==> src/rtl/sccb_responder_pkg.sv <==
// Shared SCCB definitions: FSM encoding, device identity and
// register reset contents for the SCCB responder slice.
package sccb_responder_pkg;

    typedef enum logic [3:0] {
        S_IDLE,
        S_ID,
        S_ID_ACK,
        S_SUB,
        S_SUB_ACK,
        S_WDATA,
        S_WDATA_ACK,
        S_RDATA,
        S_RD_NA,
        S_WAIT_STOP
    } sccb_state_e;

    localparam logic [7:0] DEV_ID_DEF = 8'h42;
    localparam logic [7:0] PID_ADDR   = 8'h0A;
    localparam logic [7:0] VER_ADDR   = 8'h0B;
    localparam logic [7:0] PID_VAL    = 8'h76;
    localparam logic [7:0] VER_VAL    = 8'h73;

    function automatic logic [7:0] reg_reset_val(input logic [7:0] a);
        logic [7:0] v;
        v = 8'h00;
        if (a == PID_ADDR) v = PID_VAL;
        if (a == VER_ADDR) v = VER_VAL;
        return v;
    endfunction

endpackage

==> src/rtl/sccb_responder_regfile.sv <==
// 256x8 flop register file, one synchronous write port and one
// combinational read port; PID/VER come up with their fixed values.
module sccb_regfile
    import sccb_responder_pkg::*;
(
    input  logic       clk,
    input  logic       rst_n,
    input  logic       we_i,
    input  logic [7:0] waddr_i,
    input  logic [7:0] wdata_i,
    input  logic [7:0] raddr_i,
    output logic [7:0] rdata_o
);

    logic [7:0] mem_q [256];

    always_ff @(posedge clk or negedge rst_n) begin
        if (!rst_n) begin
            for (int i = 0; i < 256; i++) begin
                mem_q[i] <= reg_reset_val(8'(i));
            end
        end else if (we_i) begin
            mem_q[waddr_i] <= wdata_i;
        end
    end

    assign rdata_o = mem_q[raddr_i];

endmodule

==> src/rtl/sccb_responder.sv <==
// SCCB (3-wire camera bus) responder: synchronises the bus, decodes
// ID/sub-address/data phases and serves a 256-byte register file.
module sccb_responder
    import sccb_responder_pkg::*;
#(
    parameter logic [7:0]  DEV_ID      = DEV_ID_DEF,
    parameter int unsigned HOLD_CYCLES = 8
) (
    input  logic       clk,
    input  logic       rst_n,
    input  logic       sioc_i,
    input  logic       siod_i,
    output logic       siod_oe,
    output logic       wr_valid,
    output logic [7:0] wr_addr,
    output logic [7:0] wr_data,
    output logic       rd_valid,
    output logic       busy
);

    localparam int HW = $clog2(HOLD_CYCLES + 1);

    logic [2:0] sioc_q, siod_q;
    logic       sioc, sioc_p, siod, siod_p;
    logic       sioc_rise, sioc_fall, start, stop;

    sccb_state_e state_q, state_d;
    logic [2:0]  cnt_q, cnt_d;
    logic [7:0]  sh_q, sh_d;
    logic [7:0]  ptr_q, ptr_d;
    logic        dir_q, dir_d;
    logic [HW-1:0] hold_q, hold_d;
    logic        pend_q, pend_d;
    logic        oe_q, oe_d;
    logic        wr_valid_q, wr_valid_d;
    logic        rd_valid_q, rd_valid_d;
    logic [7:0]  wr_addr_q, wr_addr_d;
    logic [7:0]  wr_data_q, wr_data_d;
    logic        we;
    logic [7:0]  byte_in;
    logic [7:0]  rdata;

    // [1] is the synchronised level, [2] the previous one for edges
    always_ff @(posedge clk or negedge rst_n) begin
        if (!rst_n) begin
            sioc_q <= 3'b111;
            siod_q <= 3'b111;
        end else begin
            sioc_q <= {sioc_q[1:0], sioc_i};
            siod_q <= {siod_q[1:0], siod_i};
        end
    end

    assign sioc      = sioc_q[1];
    assign sioc_p    = sioc_q[2];
    assign siod      = siod_q[1];
    assign siod_p    = siod_q[2];
    assign sioc_rise = sioc & ~sioc_p;
    assign sioc_fall = ~sioc & sioc_p;
    assign start     = sioc & siod_p & ~siod;
    assign stop      = sioc & ~siod_p & siod;

    sccb_regfile u_regfile (
        .clk     (clk),
        .rst_n   (rst_n),
        .we_i    (we),
        .waddr_i (ptr_q),
        .wdata_i (byte_in),
        .raddr_i (ptr_q),
        .rdata_o (rdata)
    );

    always_ff @(posedge clk or negedge rst_n) begin
        if (!rst_n) begin
            state_q    <= S_IDLE;
            cnt_q      <= '0;
            sh_q       <= '0;
            ptr_q      <= '0;
            dir_q      <= 1'b0;
            hold_q     <= '0;
            pend_q     <= 1'b0;
            oe_q       <= 1'b0;
            wr_valid_q <= 1'b0;
            rd_valid_q <= 1'b0;
            wr_addr_q  <= '0;
            wr_data_q  <= '0;
        end else begin
            state_q    <= state_d;
            cnt_q      <= cnt_d;
            sh_q       <= sh_d;
            ptr_q      <= ptr_d;
            dir_q      <= dir_d;
            hold_q     <= hold_d;
            pend_q     <= pend_d;
            oe_q       <= oe_d;
            wr_valid_q <= wr_valid_d;
            rd_valid_q <= rd_valid_d;
            wr_addr_q  <= wr_addr_d;
            wr_data_q  <= wr_data_d;
        end
    end

    always_comb begin
        state_d    = state_q;
        cnt_d      = cnt_q;
        sh_d       = sh_q;
        ptr_d      = ptr_q;
        dir_d      = dir_q;
        hold_d     = hold_q;
        pend_d     = pend_q;
        oe_d       = oe_q;
        wr_valid_d = 1'b0;
        rd_valid_d = 1'b0;
        wr_addr_d  = wr_addr_q;
        wr_data_d  = wr_data_q;
        we         = 1'b0;
        byte_in    = {sh_q[6:0], siod};

        // Every SIOC fall arms the timer; the drive change lands on expiry
        if (hold_q != '0) begin
            hold_d = hold_q - HW'(1);
            if (hold_q == HW'(1)) oe_d = pend_q;
        end

        if (start) begin
            state_d = S_ID;
            cnt_d   = '0;
            hold_d  = '0;
            oe_d    = 1'b0;
        end else if (stop) begin
            state_d = S_IDLE;
            cnt_d   = '0;
            hold_d  = '0;
            oe_d    = 1'b0;
        end else if (sioc_rise) begin
            case (state_q)
                S_ID, S_SUB, S_WDATA: begin
                    sh_d  = byte_in;
                    cnt_d = cnt_q + 3'd1;
                    if (cnt_q == 3'd7) begin
                        if (state_q == S_ID) begin
                            if (byte_in[7:1] == DEV_ID[7:1]) begin
                                state_d = S_ID_ACK;
                                dir_d   = byte_in[0];
                            end else begin
                                state_d = S_WAIT_STOP;
                            end
                        end else if (state_q == S_SUB) begin
                            ptr_d   = byte_in;
                            state_d = S_SUB_ACK;
                        end else begin
                            we         = 1'b1;
                            wr_valid_d = 1'b1;
                            wr_addr_d  = ptr_q;
                            wr_data_d  = byte_in;
                            state_d    = S_WDATA_ACK;
                        end
                    end
                end
                S_ID_ACK, S_SUB_ACK, S_WDATA_ACK: cnt_d = 3'd1;
                S_RDATA: begin
                    if (cnt_q == 3'd7) begin
                        state_d = S_RD_NA;
                        cnt_d   = '0;
                    end else begin
                        cnt_d = cnt_q + 3'd1;
                        sh_d  = {sh_q[6:0], 1'b0};
                    end
                end
                S_RD_NA: state_d = S_WAIT_STOP;
                default: ;
            endcase
        end else if (sioc_fall) begin
            hold_d = HW'(HOLD_CYCLES);
            pend_d = 1'b0;
            case (state_q)
                S_ID_ACK, S_SUB_ACK, S_WDATA_ACK: begin
                    // cnt==0: fall ending bit 8; otherwise fall ending the ack
                    if (cnt_q == 3'd0) begin
                        pend_d = 1'b1;
                    end else begin
                        cnt_d = '0;
                        if (state_q == S_ID_ACK) begin
                            if (dir_q) begin
                                state_d    = S_RDATA;
                                sh_d       = rdata;
                                rd_valid_d = 1'b1;
                                pend_d     = ~rdata[7];
                            end else begin
                                state_d = S_SUB;
                            end
                        end else if (state_q == S_SUB_ACK) begin
                            state_d = S_WDATA;
                        end else begin
                            state_d = S_WAIT_STOP;
                        end
                    end
                end
                S_RDATA: pend_d = ~sh_q[7];
                default: ;
            endcase
        end
    end

    assign siod_oe  = oe_q;
    assign wr_valid = wr_valid_q;
    assign wr_addr  = wr_addr_q;
    assign wr_data  = wr_data_q;
    assign rd_valid = rd_valid_q;
    assign busy     = (state_q != S_IDLE);

endmodule

==> config.mk <==
export PLATFORM = sky130hd
export DESIGN_NAME = sccb_responder
export DESIGN_NICKNAME = d
export VERILOG_FILES = /design/src/rtl/sccb_responder_pkg.sv /design/src/rtl/sccb_responder_regfile.sv /design/src/rtl/sccb_responder.sv
export SDC_FILE = /design/constraint.sdc
export NUM_CORES = 2
export LEC_CHECK = 0
export CAP_MARGIN = 20
export CORE_ASPECT_RATIO = 1.2
export CORE_MARGIN = 2
export CORE_UTILIZATION = 60
export DETAILED_ROUTE_END_ITERATION = 6
export GPL_ROUTABILITY_DRIVEN = 0
export PLACE_DENSITY = 0.84
export SYNTH_ARGS = -nofsm -noshare
export SYNTH_HDL_FRONTEND = slang
export SYNTH_SLANG_ARGS = --single-unit
export TNS_END_PERCENT = 5
==> constraint.sdc <==
create_clock -name clk -period 3.6 [get_ports clk]
set_input_delay 0.9 -clock clk [delete_from_list [all_inputs] [get_ports clk]]
set_output_delay 0.9 -clock clk [all_outputs]
set_load 0.005 [all_outputs]
==> impl_summary.txt <==
----------------------------------------------------
[Logic synthesis]
  Share of synthesized registers carrying an async set or reset ... 100%
  EDFF count, synth ... 0
  Number of cells produced by synthesis ... 5937
  Number of nets in the synthesized netlist ... roughly 5.9k
  Register area share after synthesis ... 55.1%
  Seq cells post-synth ... around 2.1k
  Summed instance area of the synthesized netlist ... between 90000 and 100000 µm²
  Synthesis warning total ... 0
  Number of unique standard cell types used by synthesis ... 57
  Commonest register cell after synthesis ... dfrtp_1
  Syn Area/Cell ... 16.1 µm²

[Detailed routing]
  Total wire length ... approximately 240000 µm
  Detailed-route via count ... 55.6k
  Pre-antenna DRT Iters ... 7
  Routed len/inst ... ~30 µm
  Antenna Nets Post-Route ... 0
  Mean number of vias per cell ... 6.71
  Number of remaining DRC errors ... 60
  DR iter-0 viols ... 5255

[Finish]
  Final layout net count ... 6034
  Layout area overhead ... 11.2%
  Fraction of layout instances using a drive strength above 1 ... 54.5%
  Leading cell types in the layout, fill and taps excluded ... dfrtp_1, mux2_2, mux4_2
  Most common cell after layout, fill and taps aside ... dfrtp_1
  Final cell count without fillers ... 8284
  Utilization after layout ... 67.1%

[Die]
  Die height ... around 440 µm
  Core box area ... 158000 µm²
  X dimension of the die ... 368 µm
  I/O Pins ... 24
  Count of standard-cell rows ... 160
  Overall die area ... 162000 µm²
  Starting density of the core ... 60.3%

[Power]
  Power per unit of standard cell area ... approximately 470 nW/µm²
  LEAKAGE ... 51.0 nW
  Worst supply voltage drop on vdd ... 767 µV
  Post-layout total power ... 49.4 mW

[Clock network]
  TritonCTS sink count ... 2102
  Clock transition time at the flip-flop clock pins of the worst setup and hold paths ... 0.07 ns
  Num CTS Buffers ... ~200
  Clock tree from TritonCTS ... built
  Largest buffer count on any clock path ... 3
  Clock insertion delay at the later pin of the skew report ... 0.85 ns
  H-tree Lvls ... 4
  Root buffer selected by CTS ... clkbuf_16

[Global routing]
  Maximum number of pins on one net before global-route repair ... 261
  Global-route usage over all layers ... between 30 and 40%
  Number of global-route vias before repair ... 59.2k
  Global-route wire length before repair ... roughly 380000 µm
  Global route total overflow ... 0
  Number of antenna violations at the first check in global routing ... 9

[Worst setup path]
  Reg-to-reg critical path endpoint ... sh_q[5]$_DFFE_PN0P_
  Reg2Reg Launch Point ... ptr_q[0]$_DFFE_PN0P_
  R2R Setup Slk ... approximately 0.023 ns
  Critical Path End Type ... register
  R2R cell count ... 9
  Kind of start point of the critical path ... register
  Critical-path cell with the highest stage delay ... mux4_2
  Critical path's top delay family ... multiplexers
  Required @ worst endpoint ... 4.32 ns
  Most used cell, CP ... buf_12
  Setup CP Type ... reg2reg
  Worst path max stage delay ... 0.55 ns
  Critical Path, Cell by Cell ... buf_12, buf_12, buf_12, mux4_2, mux4_2, a22oi_1, nand4_1, nor2_1, a21oi_1
  Critical path fanouts, max ... 31
  Data arrival time of the critical path ... 4.29 ns
  Worst Path Buf+Inv ... 3

[Job]
  Number of maximum-capacitance violations ... 0

[Placed design]
  # port buffers ... 23
  Hpwl dp ... 158000 µm
  Placed insts ... 7928

[Outcome]
  Failing checks ... DRC
  Outcome ... finished with violations

[STA]
  Post-route clock period utilization ... between 90% and 100%
  Rel. slew slack ... 17.1%
  Hold Worst Slack ... 0.404 ns
  RSZ-0062 raised after global routing ... false
  Setup violations, final ... 0
  Least-Margin Pin Slew ... 1.24 ns
  Fin. max-slew vios ... 0
  Peak Freq ... about 280 MHz
  Final clock skew ... 0.0249 ns
  Tmin final ... 3.58 ns
  Final Hold Vio Count ... 0

[Hold path]
  Endpoint with the worst hold slack ... sioc_q[2]$_DFF_PN1_
  Worst Hold Launch ... sioc_q[1]$_DFF_PN1_
  Hold Crit Class ... reg2reg
  Hold Path Stages ... 0

----------------------------------------------------
[sequential cells by signal, summed over array words and instances (netlist names)]
| name | cells |
|---|---|
| cnt_q | 3 |
| dir_q | 1 |
| hold_q | 4 |
| pend_q | 1 |
| ptr_q | 8 |
| rd_valid | 1 |
| sh_q | 8 |
| sioc_q | 3 |
| siod_oe | 1 |
| siod_q | 3 |
| state_q | 4 |
| u_regfile.mem_q | 2048 |
| wr_addr | 8 |
| wr_data | 8 |
| wr_valid | 1 |
[cell usage after synthesis (11+ instances only)]
cell type | instances | share of area (%)
dfrtp_1 | 2086 | 55
mux2_2 | 2068 | 24
mux4_2 | 624 | 15
clkbuf_1 | 320 | 1.3
nand2_1 | 297 | 1.2
nor2_1 | 101 | 0.40
buf_2 | 66 | 0.35
mux2i_1 | 31 | 0.32
a22oi_1 | 29 | 0.23
buf_4 | 26 | 0.20
nand3_1 | 22 | 0.12
nor3_1 | 22 | 0.12
a21oi_1 | 21 | 0.11
buf_1 | 21 | 0.083
o21ai_0 | 19 | 0.10
nand2b_1 | 17 | 0.11
dfstp_2 | 16 | 0.44
buf_6 | 14 | 0.17
and3_1 | 11 | 0.072
[per-layer routing]
layer  GRT usage (%)  share of wire (%)  up-vias
li1                -                  -    22400
met5               0              0.099        -
met1            40.1                 38    30300
met3            6.20                7.1      668
met4            16.6                5.9       14
met2            49.6                 49     2230
[stage by stage]
step / setup WS, ns / instance area, µm² / setup TNS [ns]
2_1_floorplan: 0.682 / 95500 / 0
3_3_place_gp: -0.0246 / 99600 / -0.806
3_5_place_dp: 0.00833 / 99600 / 0
4_1_cts: 0.0754 / 106000 / 0
5_1_grt: 0.00219 / 106000 / 0
6_report: 0.0232 / 106000 / 0
[report_power, final]
part / internal, mW / switching (mW) / total (mW)
logic: 0.560 / 3.64 / 4.20
clock network: 12.1 / 9.04 / 21.1
registers: 23.7 / 0.386 / 24.1
total: 36.3 / 13.1 / 49.4
[kinds of logic (layout without fill, tap and decap cells)]
family                   count (synthesis)  after routing  synth area share [%]
AO/OA/AOI/OAI                          126            126                 0.909
XOR/XNOR                                 3              3                0.0275
adder cells (fa/ha/maj)                  8              8                 0.105
buffers and inverters                  458            697                  2.10
flip-flops                            2102           2102                  55.1
multiplexers                          2723           2723                  39.4
other                                    0              2                     0
AND/OR/NAND/NOR                        517            517                  2.34
[final cells by class]
type	instances	area [µm²]
sequential	2102	52700
fill	9993	52100
clock inverter	66	762
clock buffer	286	5780
multi-input combinational	3377	40900
tap	2106	2640
antenna	2	5.00
inverter	11	41.3
timing repair buffer	334	3370
[worst register-to-register path, cell delays in order (launching register included)]
cell and delay [ns]:
dfrtp_4 0.54, buf_12 0.21, buf_12 0.29, buf_12 0.28, mux4_2 0.54, mux4_2 0.55
a22oi_1 0.52, nand4_1 0.17, nor2_1 0.26, a21oi_1 0.10
[what timing repair did]
| action | CTS | global route |
|---|---|---|
| endpoints found under the hold margin | 20 | 0 |
| setup buffers | 0 | 0 |
| setup endpoints to repair | 27 | 41 |
| resized for setup | 1 | 2 |
| hold buffers | 1 | 0 |
[worst max path at each step]
stage	startpoint	to	slack, ns	cells after the start
floorplan	ptr_q[1]$_DFFE_PN0P_	sh_q[0]$_DFFE_PN0P_	0.68	10
global placement	siod_q[1]$_DFF_PN1_	u_regfile.mem_q[1363]$_DFFE_PN0P_	-0.02	8
detailed placement	siod_q[1]$_DFF_PN1_	u_regfile.mem_q[1326]$_DFFE_PN0P_	0.008	8
CTS	ptr_q[2]$_DFFE_PN0P_	u_regfile.mem_q[1707]$_DFFE_PN0P_	0.08	5
global route	state_q[0]$_DFFE_PN0P_	u_regfile.mem_q[826]$_DFFE_PN0P_	0.002	9
finish	ptr_q[0]$_DFFE_PN0P_	sh_q[5]$_DFFE_PN0P_	0.02	9
Power figures use the tool's default switching activity.
